$ cat src/rtl/bist_pkg.sv
// Shared definitions for the BIST controller: FSM encoding, pattern LFSR
// width/taps and the LFSR step function.
package bist_pkg;

    localparam int unsigned LFSR_W = 4;

    // Feedback taps on q[3] and q[2].
    localparam logic [LFSR_W-1:0] LFSR_TAPS = 4'b1100;

    typedef enum logic [2:0] {
        ST_IDLE  = 3'd0,
        ST_SEED  = 3'd1,
        ST_RUN   = 3'd2,
        ST_FLUSH = 3'd3,
        ST_CMP   = 3'd4,
        ST_DONE  = 3'd5
    } state_t;

    function automatic logic [LFSR_W-1:0] lfsr_next(input logic [LFSR_W-1:0] q);
        return {q[LFSR_W-2:0], ^(q & LFSR_TAPS)};
    endfunction

endpackage

$ cat src/rtl/bist_tpg.sv
// 4-bit maximal-length pattern LFSR; reset and load both restore the seed.
module bist_tpg
    import bist_pkg::*;
#(
    parameter logic [LFSR_W-1:0] SEED = 4'b0001
) (
    input  logic              clk,
    input  logic              rst,
    input  logic              load,
    input  logic              en,
    output logic [LFSR_W-1:0] q
);

    always_ff @(posedge clk) begin
        if (!rst || load) begin
            q <= SEED;
        end else if (en) begin
            q <= lfsr_next(q);
        end
    end

endmodule

$ cat src/rtl/bist_ctrl.sv
// BIST sequencer: seeds the MISR, drives LFSR test requests into the arbiter,
// flushes in-flight grants and compares the final signature against GOLDEN.
module bist_ctrl
    import bist_pkg::*;
#(
    parameter int                NBIT     = 6,
    parameter int                NPAT     = 64,
    parameter int                CUT_LAT  = 1,
    parameter logic [NBIT-1:0]   GOLDEN   = '0,
    parameter logic [LFSR_W-1:0] TPG_SEED = 4'b0001
) (
    input  logic            clk,
    input  logic            rst,
    input  logic            start,
    input  logic            abort,
    input  logic [NBIT-1:0] signature,
    output logic            misr_rst,
    output logic            test_mode,
    output logic [3:0]      req_pat,
    output logic            busy,
    output logic            done,
    output logic            pass
);

    localparam int CNT_W = $clog2(NPAT + 1);
    localparam logic [CNT_W-1:0] CNT_LAST = CNT_W'(NPAT - 1);
    localparam logic [2:0] FL_LAST = (CUT_LAT > 0) ? 3'(CUT_LAT - 1) : 3'd0;

    state_t              state;
    state_t              state_nxt;
    logic [CNT_W-1:0]    pat_cnt;
    logic [2:0]          fl_cnt;
    logic [LFSR_W-1:0]   tpg_q;
    logic                tpg_load;
    logic                tpg_en;
    logic                pass_q;
    logic                in_run;

    bist_tpg #(
        .SEED (TPG_SEED)
    ) u_tpg (
        .clk  (clk),
        .rst  (rst),
        .load (tpg_load),
        .en   (tpg_en),
        .q    (tpg_q)
    );

    always_ff @(posedge clk) begin
        if (!rst) begin
            state <= ST_IDLE;
        end else begin
            state <= state_nxt;
        end
    end

    assign in_run = (state == ST_SEED) || (state == ST_RUN) ||
                    (state == ST_FLUSH) || (state == ST_CMP);

    always_comb begin
        state_nxt = state;
        misr_rst  = 1'b0;
        test_mode = 1'b0;
        req_pat   = '0;
        busy      = 1'b0;
        done      = 1'b0;
        tpg_load  = 1'b0;
        tpg_en    = 1'b0;
        case (state)
            ST_IDLE: begin
                misr_rst = 1'b1;
                if (start) state_nxt = ST_SEED;
            end
            ST_SEED: begin
                misr_rst  = 1'b1;
                test_mode = 1'b1;
                busy      = 1'b1;
                tpg_load  = 1'b1;
                state_nxt = ST_RUN;
            end
            ST_RUN: begin
                test_mode = 1'b1;
                busy      = 1'b1;
                req_pat   = tpg_q;
                tpg_en    = 1'b1;
                if (pat_cnt == CNT_LAST) begin
                    state_nxt = (CUT_LAT == 0) ? ST_CMP : ST_FLUSH;
                end
            end
            ST_FLUSH: begin
                test_mode = 1'b1;
                busy      = 1'b1;
                if (fl_cnt == FL_LAST) state_nxt = ST_CMP;
            end
            ST_CMP: begin
                test_mode = 1'b1;
                busy      = 1'b1;
                state_nxt = ST_DONE;
            end
            ST_DONE: begin
                done = 1'b1;
                if (!start) state_nxt = ST_IDLE;
            end
            default: state_nxt = ST_IDLE;
        endcase
        // Abort overrides every transition out of the active states.
        if (abort && in_run) state_nxt = ST_IDLE;
    end

    always_ff @(posedge clk) begin
        if (!rst) begin
            pat_cnt <= '0;
            fl_cnt  <= '0;
            pass_q  <= 1'b0;
        end else begin
            if (state == ST_SEED) begin
                pat_cnt <= '0;
            end else if (state == ST_RUN) begin
                pat_cnt <= pat_cnt + 1'b1;
            end

            if (state == ST_FLUSH) begin
                fl_cnt <= fl_cnt + 3'd1;
            end else begin
                fl_cnt <= '0;
            end

            if ((abort && in_run) || state == ST_SEED || (state == ST_DONE && !start)) begin
                pass_q <= 1'b0;
            end else if (state == ST_CMP) begin
                pass_q <= (signature == GOLDEN);
            end
        end
    end

    assign pass = pass_q;

endmodule

$ cat config.mk
export PLATFORM = sky130hd
export DESIGN_NAME = bist_ctrl
export DESIGN_NICKNAME = d
export VERILOG_FILES = /design/src/rtl/bist_pkg.sv /design/src/rtl/bist_tpg.sv /design/src/rtl/bist_ctrl.sv
export SDC_FILE = /design/constraint.sdc
export NUM_CORES = 1
export LEC_CHECK = 0
export CELL_PAD_IN_SITES_DETAIL_PLACEMENT = 2
export CELL_PAD_IN_SITES_GLOBAL_PLACEMENT = 2
export CORE_MARGIN = 2
export CORE_UTILIZATION = 29
export DETAILED_ROUTE_END_ITERATION = 8
export PLACE_DENSITY = 0.77
export RECOVER_POWER = 100
export SLEW_MARGIN = 15
export SYNTH_ARGS = -nofsm -noshare
export SYNTH_HDL_FRONTEND = slang
export SYNTH_HIERARCHICAL = 1
export SYNTH_SLANG_ARGS = --single-unit
$ cat constraint.sdc
create_clock -name clk -period 2.3 [get_ports clk]
set_clock_uncertainty 0.2 [all_clocks]
set_input_delay 0.46 -clock clk [delete_from_list [all_inputs] [get_ports clk]]
set_output_delay 0.46 -clock clk [all_outputs]
set_load 0.1 [all_outputs]
Yosys cells after proc, flatten, opt, wreduce, memory -nomap -nowiden:

Index checks and enable logic that the tools add are counted.

* output and inout port bits: 9
* logic and storage cells: 50
* register bits: 18
* bits of input ports: 10

* bitwise logic cells: 1
* equality and inequality tests: 10
* mux-type cells: 11
* $add $sub $neg: 2
* reductions and logical operators: 21

Operators with widths (count)
* $pmux W3 S6: 1
* $mux W3: 4
* $ne A2 B2 Y1 const B: 4
* $reduce_or A2 Y1: 4
* $add A7 B1 Y7 const B: 1
* $eq A7 B6 Y1 const B: 1
* $eq A3 B2 Y1 const B: 2
* $eq A3 B3 Y1 const B: 2
* $logic_not A3 Y1: 2
* $logic_not A6 Y1: 1
* $logic_or A1 B1 Y1: 6
* $mux W1: 5
* $mux W4: 1
* $reduce_and A4 Y1: 1
* $reduce_or A4 Y1: 1
* $reduce_xor A4 Y1: 1
* $add A3 B1 Y3 const B: 1
* $eq A3 B1 Y1 const B: 1
* $logic_and A1 B1 Y1: 2
* $logic_not A1 Y1: 2
* $reduce_and A2 Y1: 1
* $not A1 Y1: 1

Depth between registers and ports, before layout:

* depth in word-level cells: 8
* gate-level depth with buffers: 5
* gate-level depth less buffers: 5

Cells and area by module:

Netlist, hierarchy kept.

Modules (own cells, without submodules)
* bist_ctrl: cells an instance 95, times used 1, area an instance 805.8 um^2, sequential area each 280.3 um^2
* bist_tpg: cells an instance 16, times used 1, area an instance 162.7 um^2, sequential area each 80.1 um^2

Least setup slack after synthesis:

No wires, ideal clock.

* path kind: reg2out
* start point: reg state[0]
* end point: out test_mode
* path buffers: 2
* stages on the path, launching flop included: 5
* setup slack: -1238 ps
* data arrival time: 2878 ps
* data required time: 1640 ps
* cells stage by stage: dfxtp_1 -> clkbuf_1 -> nor2_1 -> xnor2_1 -> buf_4

* cells in the longest elaborated chain, start to end: 3
* elaborated cells on any way between the ends: 6
* classes of those cells: 4 x eq/ne; 1 x mux; 1 x reduce/logical

Ends and longest elaborated chain
* start, declared: line bist_ctrl.sv:29 `state_t state;`
* start signal, assigned: line bist_ctrl.sv:53 `state <= state_nxt;`
* $eq A3 B1 Y1 (tied with other cells)
* $reduce_or A4 Y1 (no source line) *
* $mux W1 *
* end, declared: line bist_ctrl.sv:18 `output logic test_mode,`

Every way passes the cells marked *; elsewhere a longest branch is shown, timed or not.

Worst setup path in the final report:

* start point: reg state[2]
* end point: out req_pat[3]

* cells in the longest elaborated chain, start to end: 2

Ends and longest elaborated chain
* $eq A3 B2 Y1: line bist_ctrl.sv:69 `case (state)`
* $mux W4: line bist_ctrl.sv:69
* end, declared: line bist_ctrl.sv:19 `output logic [3:0] req_pat,`

No other way between the ends.

==> results_tabular.tex <==
\begin{tabular}{lr}
\hline
Metric & Value \\
\hline
\multicolumn{2}{l}{\textbf{CTS}} \\
\quad CTS HTree Levels & 1 \\
\quad Clock tree from TritonCTS & done \\
\quad Post-CTS Setup Inserts & 0 \\
\quad Root cell of the clock tree & clkbuf\_4 \\
\quad Clock Tree Buf Depth & 2 \\
\quad Clock buffers created by TritonCTS & 3 \\
\quad Worst skew pair latency & between 200 and 300 ps \\
\quad Count of clock tree sinks & 18 \\
\quad Clock edge transition at the registers on the reported setup and hold paths & 100 ps \\
\multicolumn{2}{l}{\textbf{STA}} \\
\quad Unrepaired setup endpoints after global routing & false \\
\quad Slack of the critical path & around 79 ps \\
\quad Clock period minus worst slack & roughly 2200 ps \\
\quad Final Setup Violations & 0 \\
\quad Achievable frequency & 0.450 GHz \\
\quad Worst-margin pin slew & 612 ps \\
\quad Final clock period utilization by the worst path & 0.965 \\
\quad Number of hold violations in the final report & 0 \\
\quad Worst slew margin relative to its limit & 0.586 \\
\quad Max-slew violation count & 0 \\
\multicolumn{2}{l}{\textbf{Die}} \\
\quad Top-level I/O count & 19 \\
\quad Die height & 61.8 um \\
\quad Die ar. & between 3000 and 4000 um\^{}2 \\
\quad Placeable core region & slightly above 3000 um\^{}2 \\
\quad Standard-cell row count & 20 \\
\quad Initial Util & 0.312 \\
\quad Width of the chip & about 62 um \\
\multicolumn{2}{l}{\textbf{Placed design}} \\
\quad Sum of net half-perimeters after detailed placement & around 2000 um \\
\quad IO buf count & 18 \\
\quad Worst setup timing slack at the placement stage & 316 ps \\
\quad \# placed instances & roughly 170 \\
\quad Area post-placement & around 1300 um\^{}2 \\
\quad Routability congestion estimate from global placement & roughly 0.75 \\
\multicolumn{2}{l}{\textbf{Global routing}} \\
\quad Wire length of the first global-routing pass & between 4000 and 5000 um \\
\quad Number of global-route vias before repair & 901 \\
\quad Global routing's busiest layer & met2 \\
\quad Met3 usage & 0.0207 \\
\quad Antenna violations before repair & 0 \\
\quad Global-route usage over all layers & 0.154 \\
\quad Fraction of met2 tracks used by global routing & 0.254 \\
\quad Largest net degree at the start of global routing & 16 \\
\quad Total grt overflow & 0 \\
\quad Met1 GRT Util & 0.202 \\
\multicolumn{2}{l}{\textbf{Pwr}} \\
\quad Internal & 0.468 mW \\
\quad Power density of the placed cells & roughly 550 nW/um\^{}2 \\
\quad Leakage power & approximately 0.5 nW \\
\quad Relative contribution of sequential cells to total power & 0.457 \\
\quad Maximum ir drop on the vdd rail & about 0.19 mV \\
\quad Fraction of power consumed by combinational cells & 0.321 \\
\quad Clock Power Share & 0.222 \\
\quad Switching Power & 0.239 mW \\
\quad Switching portion of total power & 0.338 \\
\quad Post-route total power & roughly 0.71 mW \\
\multicolumn{2}{l}{\textbf{Worst setup path}} \\
\quad Class of the most critical setup path & flop to output port \\
\quad Data arrival time at the worst-slack endpoint & $\sim$1600 ps \\
\quad Crit path required time & 1640 ps \\
\quad Cell count of the worst reg-to-reg path & 4 \\
\quad Ordered list of cells on the worst path & or3b\_4 -> inv\_4 -> and2\_1 -> buf\_6 \\
\quad CP max stage cell & or3b\_4 \\
\quad Crit path capture type & output port \\
\quad Critical path startpoint category & flop \\
\quad Biggest cell delay along the critical path & 440 ps \\
\quad Startpoint of the worst register-to-register path & state[2]\$\_SDFFE\_PP0P\_ \\
\quad Reg2reg setup slack & between 400 and 500 ps \\
\quad Endpoint of the most critical register-to-register path & pat\_cnt[4]\$\_SDFFE\_PP0N\_ \\
\quad Worst Path Max Fanout & 8 \\
\multicolumn{2}{l}{\textbf{Detailed routing}} \\
\quad Number of detailed-routing iterations run before antenna repair & 4 \\
\quad Detailed Route Iter0 Violations & 30 \\
\quad DRC errors left & 0 \\
\quad Sum of routed wire length over all layers & 2470 um \\
\quad Routed via count divided by cell count & just over 5 \\
\quad Via count of the routed design & 877 \\
\quad Number of nets with antenna violations after routing & 0 \\
\quad WL/cell & between 10 and 15 um \\
\multicolumn{2}{l}{\textbf{Layout}} \\
\quad Number of cells in the finished layout apart from fillers & approximately 170 \\
\quad Post-route cell area & between 1000 and 1500 um\^{}2 \\
\quad Share of the core filled with cells in the final layout & 0.412 \\
\quad Inserted Diodes & 0 \\
\quad Proportion of layout cells with a drive suffix above 1 & 0.154 \\
\quad Final net count & between 100 and 150 \\
\quad Area added between synthesis and finish & 31.9\% \\
\quad Count of filler cells inserted in the layout & around 370 \\
\multicolumn{2}{l}{\textbf{Yosys}} \\
\quad Ys async rst share & 0 \\
\quad Summed instance area of the synthesized netlist & around 970 um\^{}2 \\
\quad Count of yosys warnings during synthesis & 6 \\
\quad Number of synthesized flops with an enable pin & 0 \\
\quad Net Count, Synth & approximately 120 \\
\quad Ys flop type & dfxtp\_1 \\
\quad Post-Synthesis Mean Instance Area & 8.72 um\^{}2 \\
\quad Seq/Total Area, Yosys & 0.372 \\
\quad Mapped Cells & approximately 110 \\
\quad Post-synthesis sequential element count & 18 \\
\quad Netlist cell types & 39 \\
\multicolumn{2}{l}{\textbf{Worst hold path}} \\
\quad Cell depth of the worst hold path & 1 \\
\quad Terminating pin of the worst hold path & fl\_cnt[0]\$\_SDFF\_PN0\_ \\
\quad Origin of the worst min-delay path & fl\_cnt[0]\$\_SDFF\_PN0\_ \\
\quad Hold crit path type & flop to flop \\
\multicolumn{2}{l}{\textbf{Job}} \\
\quad Max capacitance violation total & 0 \\
\multicolumn{2}{l}{\textbf{Status}} \\
\quad Status & completed \\
\hline
\end{tabular}
cells in the final DEF, fill, tap and decap left out, types with 4 or more instances in the layout:
| master | instances |
|---|---|
| nor2_1 | 9 |
| buf_12 | 4 |
| dfxtp_1 | 18 |
| inv_1 | 6 |
| xnor2_1 | 4 |
| mux2i_1 | 5 |
| buf_4 | 4 |
| nand2b_1 | 4 |
| nand2_1 | 7 |
| clkdlybuf4s50_1 | 7 |
| and3_1 | 4 |
| and2_1 | 5 |
per-stage QoR:
stage / hold WS, ps / TNS, ps
after global placement: 230 / 0
final: 257 / 0
after global routing: 294 / 0
after CTS: 265 / 0
after detailed placement: 243 / 0
after floorplan: 217 / -129
timing repair:
action	4_1_cts	5_1_grt
gates resized for setup	0	1
hold buffers	0	0
setup endpoints to repair	0	4
cells by family after synthesis:
group | after synthesis | synth area share
flip-flops | 18 | 0.372
adder cells (fa/ha/maj) | 3 | 0.0388
AO/OA/AOI/OAI | 16 | 0.121
XOR/XNOR | 5 | 0.0452
multiplexers | 5 | 0.0517
AND/OR/NAND/NOR | 50 | 0.305
buffers and inverters | 14 | 0.0659
how the worst max path moves through the flow:
stage | end | startpoint | slack [ps] | cells past startpoint
after global routing | req_pat[2] | state[1]$_SDFFE_PP0P_ | 10 | 4
after CTS | req_pat[0] | state[2]$_SDFFE_PP0P_ | 20 | 4
after detailed placement | state[0]$_SDFFE_PP0P_ | abort | 320 | 4
after global placement | state[0]$_SDFFE_PP0P_ | abort | 390 | 4
after floorplan | test_mode | state[0]$_SDFFE_PP0P_ | -130 | 4
final | req_pat[3] | state[2]$_SDFFE_PP0P_ | 80 | 4
metal layers:
metal  up-vias  routed length, um  share of wire
met1       422               1130           0.46
met3         4                100          0.040
met5         -                  0              0
met2        19               1200           0.48
met4         0                 41          0.017
li1        432                  -              -
sequential cells by signal, summed over array words and instances (netlist names):
signal	cells
u_tpg/q	4
state	3
pat_cnt	7
fl_cnt	3
pass	1
power groups by stage:
| stage | registers, mW | clock network (mW) | logic [mW] |
|---|---|---|---|
| 2_1_floorplan | 0.333 | 0 | 0.152 |
| 3_3_place_gp | 0.330 | 0 | 0.225 |
| 3_5_place_dp | 0.330 | 0 | 0.229 |
| 4_1_cts | 0.323 | 0.165 | 0.231 |
| 5_1_grt | 0.324 | 0.181 | 0.242 |
| 6_report | 0.323 | 0.157 | 0.226 |
final cells by class:
cell class | instances | area [um^2] | share of cell area
Clock buffer | 3 | 22.5 | 0.0176
Sequential cell | 18 | 360 | 0.282
Timing Repair Buffer | 23 | 248 | 0.194
Inverter | 7 | 28.8 | 0.0225
Tap cell | 44 | 55.1 | 0.0431
Multi-Input combinational cell | 79 | 563 | 0.441
worst max-delay path: cells and delay by family (launching register included):
| kind | cells | cell delay [ps] |
|---|---|---|
| simple gates | 2 | 590 |
| flops | 1 | 330 |
| buf+inv | 2 | 330 |
cells in the mapped netlist (2+ instances only):
library cell | n | area share
mux2i_1 | 5 | 0.052
a21oi_1 | 3 | 0.015
clkbuf_1 | 2 | 0.0078
nand2b_1 | 4 | 0.026
ha_1 | 3 | 0.039
nor3_1 | 2 | 0.010
inv_1 | 6 | 0.023
nor4_1 | 2 | 0.013
dfxtp_1 | 18 | 0.37
nor4b_1 | 3 | 0.027
nor2_1 | 9 | 0.035
a22oi_1 | 2 | 0.015
buf_2 | 3 | 0.015
buf_4 | 2 | 0.015
and3_1 | 4 | 0.026
nand3_1 | 3 | 0.015
and2_1 | 5 | 0.032
nand2_1 | 7 | 0.027
o21ai_0 | 2 | 0.010
xnor2_1 | 5 | 0.045
nand3b_1 | 3 | 0.023
No activity file was read; power rests on OpenSTA's default activity.
